[src/rtl/embedding_seq_ctrl.sv]
// -----------------------------------------------------------------------------
// embedding_seq_ctrl
//   Sequencing controller for a token + position embedding lookup unit.
//   In IDLE it grants table writes from a loader (load has priority over
//   tokens). It accepts one token at a time, issues a single-cycle lookup,
//   waits for the result and holds it on a valid/ready output stream. The
//   position counter advances on each output handshake. When position
//   MAX_SEQ_LEN-1 has been delivered the counter wraps and seq_full is set.
//   seq_full clears on the next seq_start.
//
// Ports
//   clk, rst_n            clock, asynchronous active-low reset
//   seq_start             begin new sequence (only honoured in IDLE)
//   busy, seq_full        status
//   tok_valid/ready/id    token input stream
//   ld_req/gnt/sel/idx/dim/data   table-write requester (sel 0=token, 1=pos)
//   lk_load_*             lookup-table write port (combinational pass-through)
//   lk_valid_in, lk_token_id, lk_position, lk_emb_out, lk_valid_out
//                         lookup inference port
//   emb_valid/ready/data/pos/last  downstream embedding stream
//   stat_tokens, stat_stall        statistics
//
// Configuration
//   EMB_SEQ_CTRL_STATS_EN  when defined, enables the saturating statistics
//                          counters; otherwise both stat outputs read 0.
//
// FSM states
//   state   | meaning
//   --------+---------------------------------------------------------
//   S_IDLE  | table loads granted, waiting for a token or seq_start
//   S_ISSUE | lk_valid_in high for one cycle
//   S_WAIT  | waiting for lk_valid_out from the lookup unit
//   S_OUT   | emb_valid high, holding result until emb_ready
// -----------------------------------------------------------------------------
module embedding_seq_ctrl #(
  parameter int VOCAB_SIZE  = 16,
  parameter int MAX_SEQ_LEN = 8,
  parameter int EMBED_DIM   = 4,
  parameter int DATA_WIDTH  = 16
) (
  input  logic                              clk,
  input  logic                              rst_n,
  input  logic                              seq_start,
  output logic                              busy,
  output logic                              seq_full,
  input  logic                              tok_valid,
  output logic                              tok_ready,
  input  logic [$clog2(VOCAB_SIZE)-1:0]     tok_id,
  input  logic                              ld_req,
  output logic                              ld_gnt,
  input  logic                              ld_sel,
  input  logic [$clog2(VOCAB_SIZE)-1:0]     ld_idx,
  input  logic [$clog2(EMBED_DIM)-1:0]      ld_dim,
  input  logic [DATA_WIDTH-1:0]             ld_data,
  output logic                              lk_load_token_emb,
  output logic                              lk_load_pos_emb,
  output logic [$clog2(VOCAB_SIZE)-1:0]     lk_load_token_idx,
  output logic [$clog2(MAX_SEQ_LEN)-1:0]    lk_load_pos_idx,
  output logic [$clog2(EMBED_DIM)-1:0]      lk_load_dim_idx,
  output logic [DATA_WIDTH-1:0]             lk_load_data,
  output logic                              lk_valid_in,
  output logic [$clog2(VOCAB_SIZE)-1:0]     lk_token_id,
  output logic [$clog2(MAX_SEQ_LEN)-1:0]    lk_position,
  input  logic [EMBED_DIM*DATA_WIDTH-1:0]   lk_emb_out,
  input  logic                              lk_valid_out,
  output logic                              emb_valid,
  input  logic                              emb_ready,
  output logic [EMBED_DIM*DATA_WIDTH-1:0]   emb_data,
  output logic [$clog2(MAX_SEQ_LEN)-1:0]    emb_pos,
  output logic                              emb_last,
  output logic [15:0]                       stat_tokens,
  output logic [15:0]                       stat_stall
);

  localparam int PW = $clog2(MAX_SEQ_LEN);
  localparam logic [PW-1:0] LAST_POS = PW'(MAX_SEQ_LEN - 1);

  typedef enum logic [1:0] {S_IDLE, S_ISSUE, S_WAIT, S_OUT} state_t;

  state_t        state;
  logic [PW-1:0] position;
  logic          in_idle;
  logic          start_ok;
  logic          tok_acc;
  logic          emb_hs;

  assign in_idle  = (state == S_IDLE);
  assign busy     = ~in_idle;
  assign start_ok = rst_n & in_idle & seq_start;
  assign emb_hs   = (state == S_OUT) & emb_ready;

  // Combinational handshakes are gated with rst_n so every output reads 0
  // while reset is held, even though the state register already reads IDLE.
  assign ld_gnt = rst_n & in_idle & ld_req;

  // seq_start wins over a token in the same cycle, so ready drops rather than
  // signalling an acceptance that would not happen.
  assign tok_ready = rst_n & in_idle & ~ld_req & ~seq_full & ~seq_start;
  assign tok_acc   = tok_valid & tok_ready;

  assign lk_load_token_emb = ld_gnt & ~ld_sel;
  assign lk_load_pos_emb   = ld_gnt & ld_sel;
  assign lk_load_token_idx = ld_gnt ? ld_idx : '0;
  assign lk_load_pos_idx   = ld_gnt ? ld_idx[PW-1:0] : '0;
  assign lk_load_dim_idx   = ld_gnt ? ld_dim : '0;
  assign lk_load_data      = ld_gnt ? ld_data : '0;

  always_ff @(posedge clk or negedge rst_n) begin
    if (!rst_n) begin
      state       <= S_IDLE;
      position    <= '0;
      seq_full    <= 1'b0;
      lk_valid_in <= 1'b0;
      lk_token_id <= '0;
      lk_position <= '0;
      emb_valid   <= 1'b0;
      emb_data    <= '0;
      emb_pos     <= '0;
      emb_last    <= 1'b0;
    end else begin
      lk_valid_in <= 1'b0;
      case (state)
        S_IDLE: begin
          if (start_ok) begin
            position <= '0;
            seq_full <= 1'b0;
          end else if (tok_acc) begin
            lk_token_id <= tok_id;
            lk_position <= position;
            lk_valid_in <= 1'b1;
            state       <= S_ISSUE;
          end
        end
        S_ISSUE: state <= S_WAIT;
        S_WAIT: begin
          if (lk_valid_out) begin
            emb_data  <= lk_emb_out;
            emb_pos   <= lk_position;
            emb_last  <= (lk_position == LAST_POS);
            emb_valid <= 1'b1;
            state     <= S_OUT;
          end
        end
        S_OUT: begin
          if (emb_ready) begin
            emb_valid <= 1'b0;
            state     <= S_IDLE;
            if (emb_pos == LAST_POS) begin
              position <= '0;
              seq_full <= 1'b1;
            end else begin
              position <= position + PW'(1);
            end
          end
        end
        default: state <= S_IDLE;
      endcase
    end
  end

`ifdef EMB_SEQ_CTRL_STATS_EN
  logic [15:0] stat_tokens_q;
  logic [15:0] stat_stall_q;

  always_ff @(posedge clk or negedge rst_n) begin
    if (!rst_n) begin
      stat_tokens_q <= '0;
      stat_stall_q  <= '0;
    end else if (start_ok) begin
      stat_tokens_q <= '0;
      stat_stall_q  <= '0;
    end else begin
      if (emb_hs && (stat_tokens_q != 16'hFFFF))
        stat_tokens_q <= stat_tokens_q + 16'd1;
      if ((state == S_OUT) && !emb_ready && (stat_stall_q != 16'hFFFF))
        stat_stall_q <= stat_stall_q + 16'd1;
    end
  end

  assign stat_tokens = stat_tokens_q;
  assign stat_stall  = stat_stall_q;
`else
  assign stat_tokens = '0;
  assign stat_stall  = '0;
`endif

endmodule

[config.mk]
export PLATFORM = sky130hd
export DESIGN_NAME = embedding_seq_ctrl
export DESIGN_NICKNAME = d
export VERILOG_FILES = /design/src/rtl/embedding_seq_ctrl.sv
export SDC_FILE = /design/constraint.sdc
export NUM_CORES = 1
export LEC_CHECK = 0
export BUFFER_PORTS_ARGS = -buffer_cell sky130_fd_sc_hd__buf_2
export CORE_ASPECT_RATIO = 1.4
export CORE_UTILIZATION = 30
export DETAILED_ROUTE_END_ITERATION = 10
export PLACE_DENSITY = 0.67
export SLEW_MARGIN = 20
export SYNTH_ARGS = -nofsm -noshare
export SYNTH_HDL_FRONTEND = slang
export SYNTH_SLANG_ARGS = --single-unit
[constraint.sdc]
create_clock -name clk -period 2.48 [get_ports clk]
set_clock_uncertainty 0.2 [all_clocks]
set_input_delay 0.372 -clock clk [delete_from_list [all_inputs] [get_ports clk]]
set_output_delay 0.372 -clock clk [all_outputs]
set_load 0.02 [all_outputs]
== Word-level counts from Yosys, hierarchy flattened ==
Cells that the tools add are included.

* Bits of input ports: 98
* Register bits after elaboration: 83
* Logic and storage cells: 69
* Memory bits (writable): 0
* Bits in latches: 0
* Bits in read-only memories: 0
* Memories: 0
* Output and inout port bits: 140

* Reductions and logical operators: 9
* Add/subtract/negate cells: 1
* Bitwise logic cells: 15
* Multipliers: 0
* Div/mod/pow operators: 0
* Eq/ne operators: 11
* Mux-type cells: 23
* Shifts and indexed selects: 0
* Magnitude comparators: 0

{| class="wikitable"
|+ Operators by type and width
! cell !! count
|-
| 16-bit two-way mux || 1
|-
| 3-bit two-way mux || 4
|-
| 2-bit two-way mux || 5
|-
| 1-bit bitwise AND || 9
|-
| 3-bit AND reduction || 3
|-
| 1-bit two-way mux || 8
|-
| 2-bit case mux with 4 select lines || 1
|-
| 4-bit AND reduction || 2
|-
| 3-bit == test, second input constant || 2
|-
| 2-bit by 1-bit != test with 1-bit output, second input constant || 3
|-
| 2-bit != test, second input constant || 3
|-
| 1-bit inverter || 6
|-
| 3-bit case mux with 2 select lines || 1
|-
| 2-bit == test, second input constant || 2
|-
| 4-bit two-way mux || 1
|-
| 1-bit case mux with 2 select lines || 2
|-
| 2-bit nonzero test || 2
|-
| 3-bit by 1-bit adder with 3-bit output, second input constant || 1
|-
| 2-bit by 1-bit == test with 1-bit output, second input constant || 1
|-
| 2-bit zero test || 1
|-
| 2-bit AND reduction || 1
|}

== Logic depth before layout (Yosys ltp) ==
* Depth in word-level cells: 9
* Mapped depth: 7
* Gate-level depth less buffers: 6

== Worst setup path before layout ==
No wires, ideal clock.

* Path kind: flip-flop to output port
* From: reg state[0]
* To: out lk_load_token_idx[0]
* Data required time: 1.908 ns
* Arrival: 1.683 ns
* Stages on the path, launching flop included: 7
* Buffers on the path: 2
* Setup slack: 0.225 ns
* Path through: dfrtp_1 inv_1 ha_1 and3_1 clkbuf_1 and2_1 buf_4

* Longest elaborated chain between the ends: 4

{| class="wikitable"
|+ Ends and longest elaborated chain
! what !! line !! source
|-
| start: declaration || 80 || <nowiki>state_t state;</nowiki>
|-
| start signal: assignment || 110 || <nowiki>state <= S_IDLE;</nowiki>
|-
| start signal: assignment || 131 || <nowiki>state <= S_ISSUE;</nowiki>
|-
| start signal: assignment || 134 || <nowiki>S_ISSUE: state <= S_WAIT;</nowiki>
|-
| 2-bit zero test || 87 || <nowiki>assign in_idle = (state == S_IDLE);</nowiki>
|-
| 1-bit bitwise AND (2 in a row) || 94 || <nowiki>assign ld_gnt = rst_n & in_idle & ld_req;</nowiki>
|-
| 4-bit two-way mux || 103 || <nowiki>assign lk_load_token_idx = ld_gnt ? ld_idx : '0;</nowiki>
|-
| end: declaration || 57 || <nowiki>output logic [$clog2(VOCAB_SIZE)-1:0] lk_load_token_idx,</nowiki>
|}

Every way passes these cells.

== Worst setup path in the final report ==
* From: in rst_n
* To: out lk_load_pos_idx[1]

* Longest elaborated chain between the ends: 3

{| class="wikitable"
|+ Ends and longest elaborated chain
! what !! line !! source
|-
| start: declaration || 42 || <nowiki>input logic rst_n,</nowiki>
|-
| 1-bit bitwise AND (2 in a row) || 94 ||
|-
| 3-bit two-way mux || 104 || <nowiki>assign lk_load_pos_idx = ld_gnt ? ld_idx[PW-1:0] : '0;</nowiki>
|-
| end: declaration || 58 || <nowiki>output logic [$clog2(MAX_SEQ_LEN)-1:0] lk_load_pos_idx,</nowiki>
|}

Every way passes these cells.

==> results.py <==
metrics = {
    "status": {
        "status": "completed",
    },
    "cells_and_area": {
        "fin_cells": 627,
        "mostFrequentLayoutCells": "204 x buf_2, 83 x dfrtp_1, 75 x mux2_2, 32 x conb_1, 23 x and2_1",
        "areaGrowthSynthToFinish_pct": 38.4,
        "fillers": 1130,
        "design_area_sq_um": 5090,
        "num-nets-final": 579,
        "diodes": 0,
        "drive_gt1_frac": 0.635,
        "post-route-util": 0.429,
        "final_common_cell": "buf_2",
    },
    "hold_path": {
        "hp-class": "in2reg",
    },
    "pwr": {
        "p_clk_frac": 0.218,
        "total_power_mw": 6.51,
        "p_comb_frac": 0.430,
        "cell_internal_pwr_mw": 4.05,
        "seq_power_share": 0.353,
        "p_leak_nw": 2.72,
        "p_per_area_nw_per_um2": 1280,
        "ir_drop_uv": 659,
        "p_sw_frac": 0.377,
        "power_switching_mw": 2.46,
    },
    "setup_path": {
        "arrival_ns": 1.80,
        "critPathMaxFanout": 25,
        "cp.required_ns": 1.91,
        "cp-start-kind": "input pin",
        "path_class": "in2out",
        "endpoint_kind": "output pin",
    },
    "timing": {
        "setup_ws_ns": 0.112,
        "rsz0062_at_grt": "no",
        "whs_ns": 0.0662,
        "slew_viol_final": 0,
        "hold_violations": 0,
        "post-route-min-period_ns": 2.37,
        "fin_crit_sh": 0.955,
        "tns_ns": 0,
        "finalSetupViolations": 0,
        "tightestPinTransition_ns": 0.736,
        "max_freq_mhz": 422,
        "relSlewSlack": 0.509,
    },
    "drt": {
        "wl_per_cell_um": 14.0,
        "vias_per_cell": 4.39,
        "vias": 2752,
        "ant_nets": 0,
        "first_pass_iters": 4,
        "routed_wl_um": 8800,
        "dr.first_iter.drc_count": 54,
        "drc": 0,
    },
    "synth": {
        "synth_warnings": 0,
        "syn_inst": 268,
        "synth.cell_area_sq_um": 3680,
        "ys_types": 27,
        "ys_seq_elements": 83,
        "ys_seq_area_frac": 0.564,
        "syn_avg_cell_area_sq_um": 13.7,
    },
    "clock_network": {
        "clock_sinks": 83,
        "cts_made_buffers": 9,
        "clk_latency_ns": 0.33,
        "cts-root-buf": "clkbuf_16",
        "cts_max_level": 3,
        "clk_pin_slew_ns": 0.06,
        "cts_tree": "yes",
        "cts_setup_buffers": 0,
        "clockBufferDepth": 2,
    },
    "floorplanning": {
        "pin_count": 238,
        "die_y_um": 133,
        "die_area_sq_um": 12700,
        "start_util": 0.310,
        "die_x_um": 95.6,
        "num_rows": 47,
        "core_region_area_sq_um": 11900,
    },
    "placement": {
        "port_buffers": 205,
        "dpl-instance-area_sq_um": 4750,
        "placedCellCount": 611,
        "place.gp.congestion": 0.713,
        "dp_slack_ns": 0.335,
        "dpl.hpwl_um": 6830,
    },
    "global_route": {
        "grt_pass1_wl_um": 13400,
        "antenna_found_initial": 0,
        "grt_max_degree": 82,
        "grt.met1_usage": 0.133,
        "grt_use_met3": 0.0339,
        "globalRouteOverflowTotal": 0,
        "busiest_layer": "met2",
        "met2_usage": 0.271,
        "grtUsageTotal": 0.140,
        "grt_pass1_vias": 2854,
    },
    "job": {
        "maxCapViolCount": 0,
    },
}
layer usage:
metal | part of all wire | up-vias
met3 | 0.080 | 14
li1 | - | 1251
met1 | 0.33 | 1317
met5 | 0 | -
met4 | 0.021 | 0
met2 | 0.57 | 170
layout make-up:
| type | count | area, sq um | share of cell area |
|---|---|---|---|
| multi-input cells | 168 | 1420 | 0.278 |
| flip-flops and latches | 83 | 2080 | 0.408 |
| well taps | 147 | 184 | 0.0361 |
| clock inverters | 6 | 88.8 | 0.0174 |
| clock buffers | 9 | 225 | 0.0442 |
| repair buffers | 210 | 1090 | 0.214 |
| inverters | 4 | 15.0 | 0.00295 |
synth_stat cells:
master / count / area, sq um
a21bo_2: 1 / 10.0
a21oi_1: 2 / 10.0
a21oi_2: 1 / 8.76
a22o_1: 2 / 17.5
and2_1: 23 / 144
and3_1: 1 / 6.26
buf_2: 7 / 35.0
buf_4: 35 / 263
clkbuf_1: 2 / 7.51
conb_1: 1 / 3.75
dfrtp_1: 83 / 2080
ha_1: 5 / 62.6
inv_1: 4 / 15.0
mux2_1: 1 / 11.3
mux2_2: 75 / 845
mux2i_1: 1 / 10.0
nand2_1: 6 / 22.5
nand2b_1: 3 / 18.8
nand3_1: 4 / 20.0
nand3_4: 1 / 17.5
nor2_1: 2 / 7.51
nor2b_1: 2 / 12.5
nor4_1: 1 / 6.26
nor4b_4: 1 / 23.8
o21ai_0: 2 / 10.0
o21bai_1: 1 / 7.51
o22a_1: 1 / 8.76
flip-flops by register name (all words and copies together) (netlist names):
name,flops
emb_data,64
lk_token_id,4
emb_pos,3
lk_position,3
position,3
state,2
emb_last,1
emb_valid,1
lk_valid_in,1
seq_full,1
timing repair:
item,4_1_cts,5_1_grt
endpoints found under the setup margin,6,27
hold endpoints to repair,2,0
gates resized for setup,1,2
hold buffers,1,0
power groups by stage:
| stage | sequential [mW] | clock (mW) | combinational, mW |
|---|---|---|---|
| after floorplan | 3.01 | 0 | 1.15 |
| after global placement | 2.28 | 0 | 2.73 |
| after detailed placement | 2.32 | 0 | 2.81 |
| after CTS | 2.30 | 1.47 | 2.82 |
| after global routing | 2.37 | 1.51 | 3.00 |
| final | 2.30 | 1.42 | 2.80 |
worst paths after layout:
path | cells past startpoint | to | slack, ns | start
max | 6 | lk_load_pos_idx[1] | 0.11 | rst_n
min | 2 | emb_data[59]$_DFFE_PN0P_ | 0.07 | lk_emb_out[59]
max reg2reg | 5 | emb_data[22]$_DFFE_PN0P_ | 0.63 | state[0]$_DFFE_PN0P_
min reg2reg | 2 | emb_last$_DFFE_PN0P_ | 0.29 | emb_last$_DFFE_PN0P_
max in group asynchronous | 3 | emb_data[11]$_DFFE_PN0P_ | 0.91 | rst_n
min in group asynchronous | 2 | emb_valid$_DFFE_PN0P_ | 0.24 | rst_n
cell families (layout without fill, tap and decap cells):
group / Yosys count / count (layout) / synth area share
AOI/OAI and AO/OA: 10 / 10 / 0.0197
other: 1 / 32 / 0.00102
buffers and inverters: 48 / 229 / 0.0870
and+or+nand+nor: 44 / 44 / 0.0758
adders and majority gates: 5 / 5 / 0.0170
muxes: 77 / 77 / 0.235
DFF: 83 / 83 / 0.564
critical path: stages:
cell           delay, ns
dlygate4sd3_1       0.56
buf_4               0.19
and3_1              0.19
buf_6               0.15
and2_1              0.17
buf_2               0.16
Note: power is estimated with default switching activity, not from simulation.
